===== src/rtl/infix_to_postfix_pkg.sv =====
// Shared definitions for the infix-to-postfix converter: ASCII character
// codes, the default malformed-expression token, operator precedence and
// the controller state encoding.
package infix_to_postfix_pkg;

  localparam logic [6:0] CH_0     = 7'h30;
  localparam logic [6:0] CH_9     = 7'h39;
  localparam logic [6:0] CH_PLUS  = 7'h2B;
  localparam logic [6:0] CH_MINUS = 7'h2D;
  localparam logic [6:0] CH_MUL   = 7'h2A;
  localparam logic [6:0] CH_LP    = 7'h28;
  localparam logic [6:0] CH_RP    = 7'h29;
  localparam logic [6:0] CH_EQ    = 7'h3D;

  localparam logic [6:0] ERR_TOK_DEFAULT = 7'h7F;

  typedef enum logic [3:0] {
    IDLE,
    DECODE,
    EMIT_OPND,
    POP_OPS,
    PUSH,
    CLOSE,
    FLUSH,
    EMIT_END,
    DRAIN_ERR
  } state_t;

  // '(' and anything else rank 0, so it never pops under an operator.
  function automatic logic [1:0] prec(input logic [6:0] ch);
    case (ch)
      CH_MUL:            prec = 2'd2;
      CH_PLUS, CH_MINUS: prec = 2'd1;
      default:           prec = 2'd0;
    endcase
  endfunction

endpackage


===== src/rtl/infix_to_postfix_if.sv =====
// Character-in / token-out handshake bundle of the converter.
//   en, variable : character strobe and ASCII code (upstream -> block)
//   req          : block ready for one character
//   tok_req      : downstream ready for one token
//   tok_en, tok  : token strobe and postfix token (block -> downstream)
//   err          : malformed expression in progress
interface infix_to_postfix_if;
  logic       en;
  logic [6:0] variable;
  logic       req;
  logic       tok_req;
  logic       tok_en;
  logic [6:0] tok;
  logic       err;

  modport master (output en, variable, tok_req, input req, tok_en, tok, err);
  modport slave  (input en, variable, tok_req, output req, tok_en, tok, err);
endinterface


===== src/rtl/infix_to_postfix_op_stack.sv =====
// Operator LIFO, 7-bit entries.
//   push/pop/din : synchronous push or pop (never both in one cycle)
//   clr          : synchronous empty
//   top          : entry at top of stack (undefined when empty)
//   empty/full   : occupancy flags
module infix_to_postfix_op_stack #(
  parameter int DEPTH = 16
) (
  input  logic       clk,
  input  logic       rst,
  input  logic       push,
  input  logic       pop,
  input  logic       clr,
  input  logic [6:0] din,
  output logic [6:0] top,
  output logic       empty,
  output logic       full
);
  localparam int AW = $clog2(DEPTH);
  localparam logic [AW:0] ONE = (AW+1)'(1);

  logic [AW:0]   cnt_q, cnt_d;
  logic [6:0]    mem_q [DEPTH];
  logic [AW-1:0] top_idx;

  // DEPTH is a power of two, so the wrap at full lands on DEPTH-1.
  assign top_idx = cnt_q[AW-1:0] - AW'(1);
  assign top     = mem_q[top_idx];
  assign empty   = (cnt_q == '0);
  assign full    = (cnt_q == (AW+1)'(DEPTH));

  always_comb begin
    cnt_d = cnt_q;
    if (clr)                cnt_d = '0;
    else if (push && !full) cnt_d = cnt_q + ONE;
    else if (pop && !empty) cnt_d = cnt_q - ONE;
  end

  always_ff @(posedge clk or posedge rst) begin
    if (rst) cnt_q <= '0;
    else     cnt_q <= cnt_d;
  end

  always_ff @(posedge clk) begin
    if (push && !full && !clr) mem_q[cnt_q[AW-1:0]] <= din;
  end
endmodule


===== src/rtl/infix_to_postfix.sv =====
// Shunting-yard converter: infix ASCII characters in, postfix tokens out.
//   clk, rst : clock, asynchronous active-high reset
//   bus      : character/token handshake (slave side)
//
// state     | meaning
// IDLE      | req high, waiting for a character
// DECODE    | classify the latched character
// EMIT_OPND | emit the latched digit
// POP_OPS   | pop/emit operators of higher-or-equal precedence
// PUSH      | push the incoming operator
// CLOSE     | pop/emit up to the matching '(' and drop it
// FLUSH     | pop/emit everything on '='
// EMIT_END  | emit '=' (or ERR_TOK after an error)
// DRAIN_ERR | swallow characters until '='
module infix_to_postfix
  import infix_to_postfix_pkg::*;
#(
  parameter int         STACK_DEPTH = 16,
  parameter logic [6:0] ERR_TOK     = ERR_TOK_DEFAULT
) (
  input logic                 clk,
  input logic                 rst,
  infix_to_postfix_if.slave   bus
);
  state_t     state_q, state_d;
  logic [6:0] char_q, char_d;
  logic       req_q, req_d;
  logic       err_q, err_d;
  logic       gap_q, gap_d;

  logic       stk_push, stk_pop, stk_clr;
  logic [6:0] stk_top;
  logic       stk_empty, stk_full;

  logic       accept, can_emit, is_digit, is_op, fault, emit;
  logic [6:0] emit_val;

  infix_to_postfix_op_stack #(.DEPTH(STACK_DEPTH)) u_stack (
    .clk   (clk),
    .rst   (rst),
    .push  (stk_push),
    .pop   (stk_pop),
    .clr   (stk_clr),
    .din   (char_q),
    .top   (stk_top),
    .empty (stk_empty),
    .full  (stk_full)
  );

  assign accept   = bus.en && req_q;
  // gap_q forces one idle cycle between consecutive tokens.
  assign can_emit = bus.tok_req && !gap_q;
  assign is_digit = (char_q >= CH_0) && (char_q <= CH_9);
  assign is_op    = (char_q == CH_PLUS) || (char_q == CH_MINUS) || (char_q == CH_MUL);

  always_comb begin
    state_d  = state_q;
    char_d   = char_q;
    err_d    = err_q;
    stk_push = 1'b0;
    stk_pop  = 1'b0;
    stk_clr  = 1'b0;
    fault    = 1'b0;
    emit     = 1'b0;
    emit_val = 7'h00;

    case (state_q)
      IDLE: begin
        if (accept) begin
          char_d  = bus.variable;
          state_d = DECODE;
        end
      end
      DECODE: begin
        if (is_digit)               state_d = EMIT_OPND;
        else if (is_op)             state_d = POP_OPS;
        else if (char_q == CH_RP)   state_d = CLOSE;
        else if (char_q == CH_EQ)   state_d = FLUSH;
        else if (char_q == CH_LP) begin
          if (stk_full) fault = 1'b1;
          else begin
            stk_push = 1'b1;
            state_d  = IDLE;
          end
        end else                    fault = 1'b1;
      end
      EMIT_OPND: begin
        if (can_emit) begin
          emit     = 1'b1;
          emit_val = char_q;
          state_d  = IDLE;
        end
      end
      POP_OPS: begin
        if (!stk_empty && stk_top != CH_LP && prec(stk_top) >= prec(char_q)) begin
          if (can_emit) begin
            emit     = 1'b1;
            emit_val = stk_top;
            stk_pop  = 1'b1;
          end
        end else state_d = PUSH;
      end
      PUSH: begin
        if (stk_full) fault = 1'b1;
        else begin
          stk_push = 1'b1;
          state_d  = IDLE;
        end
      end
      CLOSE: begin
        if (stk_empty) fault = 1'b1;
        else if (stk_top == CH_LP) begin
          stk_pop = 1'b1;
          state_d = IDLE;
        end else if (can_emit) begin
          emit     = 1'b1;
          emit_val = stk_top;
          stk_pop  = 1'b1;
        end
      end
      FLUSH: begin
        if (stk_empty)               state_d = EMIT_END;
        else if (stk_top == CH_LP)   fault = 1'b1;
        else if (can_emit) begin
          emit     = 1'b1;
          emit_val = stk_top;
          stk_pop  = 1'b1;
        end
      end
      EMIT_END: begin
        if (can_emit) begin
          emit     = 1'b1;
          emit_val = err_q ? ERR_TOK : CH_EQ;
          err_d    = 1'b0;
          state_d  = IDLE;
        end
      end
      DRAIN_ERR: begin
        if (accept && bus.variable == CH_EQ) begin
          stk_clr = 1'b1;
          state_d = EMIT_END;
        end
      end
      default: state_d = IDLE;
    endcase

    // An error overrides any pending pop/emit decision of this cycle.
    if (fault) begin
      emit     = 1'b0;
      emit_val = 7'h00;
      stk_pop  = 1'b0;
      err_d    = 1'b1;
      state_d  = DRAIN_ERR;
    end

    // Drop req for one cycle after each swallowed character as well.
    req_d = (state_d == IDLE) ||
            (state_d == DRAIN_ERR && !(state_q == DRAIN_ERR && accept));
    gap_d = emit;
  end

  always_ff @(posedge clk or posedge rst) begin
    if (rst) begin
      state_q <= IDLE;
      char_q  <= 7'h00;
      req_q   <= 1'b0;
      err_q   <= 1'b0;
      gap_q   <= 1'b0;
    end else begin
      state_q <= state_d;
      char_q  <= char_d;
      req_q   <= req_d;
      err_q   <= err_d;
      gap_q   <= gap_d;
    end
  end

  assign bus.req    = req_q;
  assign bus.tok_en = emit;
  assign bus.tok    = emit_val;
  assign bus.err    = err_q;
endmodule


===== src/flat_wrapper.sv =====
// flat-port wrapper written by rule: the top's interface ports become plain ports
module infix_to_postfix_flat import infix_to_postfix_pkg::*;
#(
  parameter int         STACK_DEPTH = 16,
  parameter logic [6:0] ERR_TOK     = ERR_TOK_DEFAULT
)
  (clk, rst, bus_en, bus_variable, bus_tok_req, bus_req, bus_tok_en, bus_tok, bus_err);
  infix_to_postfix_if bus_i ();
  input logic clk;
  input logic rst;
  input wire logic [$bits(bus_i.en)-1:0] bus_en;
  input wire logic [$bits(bus_i.variable)-1:0] bus_variable;
  input wire logic [$bits(bus_i.tok_req)-1:0] bus_tok_req;
  output wire logic [$bits(bus_i.req)-1:0] bus_req;
  output wire logic [$bits(bus_i.tok_en)-1:0] bus_tok_en;
  output wire logic [$bits(bus_i.tok)-1:0] bus_tok;
  output wire logic [$bits(bus_i.err)-1:0] bus_err;
  assign bus_i.en = bus_en;
  assign bus_i.variable = bus_variable;
  assign bus_i.tok_req = bus_tok_req;
  assign bus_req = bus_i.req;
  assign bus_tok_en = bus_i.tok_en;
  assign bus_tok = bus_i.tok;
  assign bus_err = bus_i.err;
  infix_to_postfix #(.STACK_DEPTH(STACK_DEPTH), .ERR_TOK(ERR_TOK)) u_core (.clk(clk), .rst(rst), .bus(bus_i));
endmodule

===== config.mk =====
export PLATFORM = sky130hd
export DESIGN_NAME = infix_to_postfix_flat
export DESIGN_NICKNAME = d
export VERILOG_FILES = /design/src/rtl/infix_to_postfix_pkg.sv /design/src/rtl/infix_to_postfix_if.sv /design/src/rtl/infix_to_postfix_op_stack.sv /design/src/rtl/infix_to_postfix.sv /design/src/flat_wrapper.sv
export SDC_FILE = /design/constraint.sdc
export NUM_CORES = 1
export LEC_CHECK = 0
export BUFFER_PORTS_ARGS = -buffer_cell sky130_fd_sc_hd__buf_2
export CAP_MARGIN = 40
export CORE_ASPECT_RATIO = 1.2
export CORE_MARGIN = 4
export CORE_UTILIZATION = 50
export CTS_BUF_LIST = sky130_fd_sc_hd__clkbuf_16
export DETAILED_ROUTE_END_ITERATION = 10
export PLACE_DENSITY = 0.62
export SLEW_MARGIN = 20
export SYNTH_ARGS = -nofsm -noshare
export SYNTH_HDL_FRONTEND = slang
export SYNTH_HIERARCHICAL = 1
export SYNTH_SLANG_ARGS = --single-unit

===== constraint.sdc =====
create_clock -name clk -period 5.4 [get_ports clk]
set_clock_uncertainty 0.2 [all_clocks]
set_input_delay 0.54 -clock clk [delete_from_list [all_inputs] [get_ports clk]]
set_output_delay 0.54 -clock clk [all_outputs]
set_load 0.005 [all_outputs]

==> key figures, run 1 <==
Routing
  • Final WL: 14400 um
  • Via Count: 4178
  • Initial DRT Pass Iterations: 4
  • Residual DRC: 0
  • First DRT Iteration DRCs: 305
  • Routed len/inst: 20.8 um
  • Post-route ant nets: 0
  • Via-per-instance ratio: 6.03

Power and ir drop
  • Leakage: 2.62 nW
  • Power Density: 605 mW/mm^2
  • Final Power: 4.43 mW
  • VDD IR-drop max: 406 uV

Global routing
  • Largest net degree at the start of global routing: 29
  • Total track usage: 21.8%
  • Initial antenna violation count: 0
  • Vias in the first global route: 4209
  • First-pass GRT wire length: 22800 um
  • GR Overflow Total: 0

Synthesis
  • Area leader, netlist: edfxtp_1
  • Post-synth EDFFs: 112
  • Synth Register Bits: 131
  • Dominant cells by area after synthesis: edfxtp_1 (54%), dfrtp_1 (7.6%), mux4_2 (5.0%)
  • Synthesized area per cell: 13.0 sq um
  • Top cells by count, synth: edfxtp_1 (112), nand2_1 (83), nor2_1 (33)
  • Top cell type's share of synthesized area: 53.6%
  • Mapped Cells: 483
  • Most frequent cell after synthesis: edfxtp_1
  • Synth cell types: 67
  • Ys flop type: edfxtp_1
  • Syn nets: 506
  • Seq/Total Area, Yosys: 61.2%
  • Synth warn: 6
  • Share of flip-flops with an asynchronous set or reset: 14.5%
  • Synth Cell Area: 0.00627 sq mm

Clock tree
  • Clk_lat worst skew: 0.42 ns
  • CTS root buffer: clkbuf_16
  • CTS tree: yes
  • Clock Tree Buf Depth: 2
  • Reg clk slew, reported paths: 0.06 ns
  • Inserted Clock Buffers: 17
  • CTS H-tree lvls: 4
  • TritonCTS sink count: 131

STA
  • Setup-failing EPs final: 0
  • Pins Over Slew Limit: 0
  • Relative slew slack: 47.4%
  • Crit path time final: 5.06 ns
  • Fmax: 198 MHz
  • Final Hold Viols: 0
  • Hold Worst Slack: 0.168 ns
  • PnR worst setup slack: 0.337 ns
  • Crit share post-route: 93.8%
  • Slew @ Worst Pin: 0.789 ns

Worst hold path
  • Hold Path Origin: bus_variable[2]
  • Worst min path class: in -> reg

Critical path
  • Crit-path max cell delay: 0.49 ns
  • Crit path top cell by count: nand2_1
  • CP required: 4.66 ns
  • CP Class: reg -> out
  • Arr. time, crit path: 4.32 ns
  • Bufs and invs on worst path: 3
  • Crit-path leading delay family: simple AND/OR/NAND/NOR gates
  • Worst setup EP type: output pin
  • Worst setup SP type: register
  • Critical Path Slowest Stage Cell: dfrtp_1
  • CP startpoint: u_core/u_stack/cnt_q[1]$_DFFE_PP0P_
  • R2R Path Start: u_core/u_stack/cnt_q[1]$_DFFE_PP0P_
  • CP Cell Sequence: inv_1 -> ha_1 -> buf_4 -> mux4_2 -> nand2_1 -> nand2_1 -> a32o_1 -> and4bb_2 -> nand3_1 -> ha_1 -> nor3b_1 -> nor3_2 -> nand3_1 -> nand2_1 -> a22oi_1 -> o21ai_1 -> buf_2
  • Crit-path max FO: 18

Placed design
  • GP Congestion: 0.862
  • DP HPWL: 9360 um
  • I/O Buffers: 20
  • Dpl ws: 0.288 ns

Status
  • Status: completed

Flow run
  • Max-Cap Viols: 0

Floorplanning
  • Rows: 44
  • Die W: 110 um
  • Die height: 131 um
  • IO Count: 21
  • Die area: 0.0144 sq mm
  • Core Area: 0.0122 sq mm
  • Starting Density: 51.3%

Layout
  • Fin nets: 542
  • Fraction of layout cells with a size suffix above 1: 20.7%
  • Area grow syn2layout: 16.7%
  • FILL cells: 983
  • # diodes: 0
## worst register-to-register path: cells and delay by family (launching register included)
| kind | cells | cell delay (ns) |
|---|---|---|
| AND/OR/NAND/NOR | 10 | 1.76 |
| buffers and inverters | 2 | 0.43 |
| AO/OA/AOI/OAI | 3 | 0.66 |
| flip-flops | 1 | 0.49 |
| adder cells (fa/ha/maj) | 2 | 0.51 |
| multiplexers | 2 | 0.74 |
## cells in the final DEF, fill, tap and decap left out, types with 11 or more instances in the layout
master     Yosys  layout
o21ai_0       12      12
nand2_1       83      83
buf_2          9      21
mux2i_1       16      16
nor2_1        33      31
mux4_2        14      14
dfrtp_1       19      19
buf_4          1      15
edfxtp_1     112     112
a21oi_1       12      12
inv_1         13      13
clkbuf_16      0      17
ha_1          11      11
nand3_1       19      19
## metrics by stage
stage / cells / TNS [ns] / cell area (sq um) / utilization (%)
after floorplan: 483 / 0 / 6270 / -
after global placement: 657 / 0 / 6580 / 53.9
after detailed placement: 659 / 0 / 6620 / 54.1
after CTS: 692 / 0 / 7270 / 59.5
after global routing: 693 / -0.00581 / 7320 / 59.9
final: 693 / 0 / 7320 / 59.9
## routing by layer
layer | share of wire [%] | vias to the layer above | global-route usage (%)
li1 | - | 1905 | -
met1 | 42 | 2081 | 28.5
met2 | 49 | 150 | 34.4
met3 | 5.0 | 42 | 5.31
met4 | 3.6 | 0 | 10.2
met5 | 0 | - | 0
## sequential cells by signal (all words and copies together), names as in the netlist
signal and cells:
u_core/char_q 7, u_core/u_stack/mem_q 112, u_core/bus.req 1, u_core/gap_q 1
u_core/bus.err 1, u_core/state_q 4, u_core/u_stack/cnt_q 5
## where the power goes
group / switching [mW] / internal, mW
Combinational: 1.06 / 0.727
Clock: 0.459 / 0.786
Sequential: 0.116 / 1.28
Total: 1.63 / 2.79
## cells by family after synthesis
| group | Yosys count | share of synthesized area [%] |
|---|---|---|
| AOI/OAI and AO/OA | 63 | 7.56 |
| xor gates and xnor gates | 8 | 1.42 |
| adders and majority gates | 13 | 2.67 |
| buffers and inverters | 35 | 2.45 |
| DFF | 131 | 61.2 |
| muxes | 38 | 9.01 |
| and+or+nand+nor | 195 | 15.7 |
## worst paths after layout
check                                                      endpoint  slack, ns  depth (start not counted)
worst max-delay path                                     bus_tok[1]       0.34                         17
worst min-delay path                   u_core/char_q[2]$_DFFE_PP0P_       0.17                          2
worst max register to register  u_core/u_stack/cnt_q[0]$_DFFE_PP0P_       0.48                         19
worst min register to register           u_core/bus.err$_DFFE_PP0P_       0.36                          2
max in group asynchronous               u_core/state_q[0]$_DFF_PP0_       4.08                          3
min in group asynchronous       u_core/u_stack/cnt_q[4]$_DFFE_PP0P_       0.37                          3
## timing repair
item | 4_1_cts | 5_1_grt
buffers inserted | 0 | 1
hold buffers | 1 | 0
resized for setup | 0 | 8
setup endpoints to repair | 0 | 12
endpoints found under the hold margin | 19 | 0
## area by class of cell
class                           count  area (sq um)  share of cell area [%]
Clock inverter                     15           218                    2.97
Clock buffer                       17           425                    5.81
Sequential cell                   131          3840                    52.4
Inverter                           13          48.8                   0.667
Tap cell                          161           201                    2.75
Multi-Input combinational cell    317          2310                    31.6
Timing Repair Buffer               39           275                    3.76
Note: power is estimated with default switching activity, not from simulation.
==> run 2: changes to the inputs <==
--- a/config.mk
+++ b/config.mk
@@ -9,10 +9,10 @@
 export CAP_MARGIN = 40
 export CORE_ASPECT_RATIO = 1.2
 export CORE_MARGIN = 4
-export CORE_UTILIZATION = 50
+export CORE_UTILIZATION = 55
 export CTS_BUF_LIST = sky130_fd_sc_hd__clkbuf_16
 export DETAILED_ROUTE_END_ITERATION = 10
-export PLACE_DENSITY = 0.62
+export PLACE_DENSITY = 0.68
 export SLEW_MARGIN = 20
 export SYNTH_ARGS = -nofsm -noshare
 export SYNTH_HDL_FRONTEND = slang
==> key figures, run 2 (synthesis results as in run 1) <==
STA
  • Crit path time final: 5.03 ns (-0.0342 ns)
  • Relative slew slack: 47.1% (-0.27 points)
  • Final Hold Viols: 0 (unchanged)
  • Fmax: 199 MHz (+0.68%)
  • RSZ-0062 raised after global routing: no
  • Pins Over Slew Limit: 0 (unchanged)
  • Setup-failing EPs final: 0 (unchanged)
  • Crit share post-route: 93.1% (-0.63 points)
  • Slew @ Worst Pin: 0.791 ns (+0.00118 ns)
  • Post-Route Setup TNS: 0 ns (unchanged)
  • Hold Worst Slack: 0.183 ns (+0.0153 ns)

Clock tree
  • TritonCTS sink count: 131 (unchanged)
  • Clock Tree Buf Depth: 2 (unchanged)
  • Clk_lat worst skew: 0.40 ns (-0.02 ns)
  • CTS H-tree lvls: 4 (unchanged)
  • Post-CTS Setup Bufs: 0 (unchanged)
  • CTS tree: yes
  • CTS root buffer: clkbuf_16
  • Reg clk slew, reported paths: 0.06 ns (about the same)
  • Inserted Clock Buffers: 17 (unchanged)

Layout
  • Most frequent cells in the layout: edfxtp_1 (112), nand2_1 (82), nor2_1 (32)
  • Cell area after layout: 0.00723 sq mm (-1.2%)
  • Fin nets: 542 (unchanged)
  • Area grow syn2layout: 15.2%
  • Multi-input logic area: 0.00230 sq mm (-0.65%)
  • Register area: 0.00384 sq mm (unchanged)
  • Fraction of layout cells with a size suffix above 1: 19.4% (-1.3 points)
  • FILL cells: 832 (-15%)
  • # diodes: 0 (unchanged)
  • Final Non-Filler Cells: 686 (-1.0%)
  • Leading cell type in the layout, fill and taps excluded: edfxtp_1
  • Max reg flops: 112 (unchanged)

Power and ir drop
  • Power Density: 590 mW/mm^2 (-2.5%)
  • Leakage: 2.60 nW (-0.93%)
  • VDD IR-drop max: 373 uV (-8.2%)
  • Final Power: 4.26 mW (-3.7%)

Critical path
  • Crit-path max FO: 15 (-3)
  • R2r setup slk: 0.58 ns (+0.10 ns)
  • CP startpoint: u_core/u_stack/cnt_q[1]$_DFFE_PP0P_
  • Crit-path max cell delay: 0.47 ns (-0.02 ns)
  • Worst setup SP type: register
  • CP Cell Sequence: inv_1 -> ha_1 -> xor2_4 -> buf_6 -> mux2i_1 -> a221oi_1 -> a32o_1 -> and4bb_2 -> nand3_1 -> ha_1 -> nor3b_1 -> nor3_2 -> nand3_1 -> nand2_2 -> a22oi_1 -> o21ai_1 -> buf_2
  • CP Class: reg -> out
  • Arr. time, crit path: 4.29 ns (-0.03 ns)
  • Setup crit end: bus_tok[1]
  • R2R cell count: 19 (unchanged)
  • Worst R2R End: u_core/u_stack/cnt_q[0]$_DFFE_PP0P_
  • CP required: 4.66 ns (about the same)
  • Critical Path Slowest Stage Cell: dfrtp_1
  • R2R Path Start: u_core/u_stack/cnt_q[1]$_DFFE_PP0P_
  • Worst setup EP type: output pin

Placed design
  • DP HPWL: 9420 um (+0.65%)
  • GP Congestion: 0.887 (+2.9%)
  • DP Area: 0.00662 sq mm (about the same)
  • I/O Buffers: 20 (unchanged)
  • Placed Instances: 653 (-0.91%)

Routing
  • First DRT Iteration DRCs: 399 (+31%)
  • Post-route ant nets: 0 (unchanged)
  • Met3 wire len: 923 um (+29%)
  • Via Count: 4125 (-1.3%)
  • Met1 Routed Length: 5990 um (-1.4%)
  • Final WL: 14400 um (-0.41%)
  • Initial DRT Pass Iterations: 5 (+1)
  • Via-per-instance ratio: 6.01 (-0.26%)
  • Routed len/inst: 20.9 um (+0.61%)
  • Wire length on met2: 7340 um (+3.3%)
  • Residual DRC: 0 (unchanged)
  • Top layer in use: met4

Global routing
  • First-pass GRT wire length: 22800 um (-0.28%)
  • Vias in the first global route: 4151 (-1.4%)
  • Largest net degree at the start of global routing: 28 (-3.4%)
  • Total track usage: 22.8% (+1.0 points)
  • GR Overflow Total: 0 (unchanged)
  • Initial antenna violation count: 0 (unchanged)

Floorplanning
  • Die W: 106 um (-4.3%)
  • Die height: 125 um (-4.4%)
  • IO Count: 21 (unchanged)
  • Die area: 0.0132 sq mm (-8.5%)
  • Starting Density: 56.6% (+5.2 points)
  • Core Area: 0.0111 sq mm (-9.3%)
  • Rows: 42 (-4.5%)

Flow run
  • Max-Cap Viols: 0 (unchanged)

Worst hold path
  • Worst min path class: in -> reg

Status
  • Status: completed
==> run 2: cell type report <==
type	count	area share [%]
Clock buffer	17	5.88
Clock inverter	15	2.09
Timing Repair Buffer	39	3.81
Tap cell	154	2.67
Sequential cell	131	53.1
Multi-Input combinational cell	317	31.8
Inverter	13	0.675
==> run 2: worst min-delay path by stage <==
| stage | start | end | slack (ns) | cells past startpoint |
|---|---|---|---|---|
| after floorplan | rst | u_core/u_stack/cnt_q[0]$_DFFE_PP0P_ | 0.12 | 1 |
| after global placement | rst | u_core/u_stack/cnt_q[4]$_DFFE_PP0P_ | 0.26 | 2 |
| after detailed placement | rst | u_core/u_stack/cnt_q[4]$_DFFE_PP0P_ | 0.27 | 2 |
| after CTS | bus_variable[6] | u_core/char_q[6]$_DFFE_PP0P_ | 0.17 | 2 |
| after global routing | bus_variable[4] | u_core/char_q[4]$_DFFE_PP0P_ | 0.18 | 2 |
| final | bus_variable[2] | u_core/char_q[2]$_DFFE_PP0P_ | 0.18 | 2 |
==> run 2: power by group <==
part / internal, mW / total, mW / switching (mW)
Combinational: 0.713 / 1.76 / 1.05
Clock: 0.713 / 1.11 / 0.397
Sequential: 1.28 / 1.39 / 0.109
Total: 2.71 / 4.26 / 1.55
==> run 2: critical path: cells and delay by family, from the launching register on <==
| kind | cells | cell delay (ns) |
|---|---|---|
| AND/OR/NAND/NOR | 6 | 1.07 |
| AO/OA/AOI/OAI | 4 | 0.78 |
| adder cells (fa/ha/maj) | 2 | 0.61 |
| buffers and inverters | 3 | 0.51 |
| flip-flops | 1 | 0.47 |
| multiplexers | 1 | 0.25 |
| XOR/XNOR | 1 | 0.17 |
==> run 2: repair_timing <==
item,4_1_cts,5_1_grt
resized for setup,0,7
endpoints found under the hold margin,5,0
hold buffers,1,0
endpoints found under the setup margin,0,8
==> run 2: per-layer routing <==
layer  track usage (%)  vias to the layer above
met5                 0                        -
met4              5.95                        0
met3              5.15                        8
met2              37.4                      163
met1              31.1                     2049
li1                  -                     1905
==> run 2: stage by stage <==
stage	setup slack (ns)	util [%]
after floorplan	0.567	-
after global placement	0.574	59.2
after detailed placement	0.405	59.7
after CTS	0.182	65.0
after global routing	0.0735	65.2
final	0.371	65.2
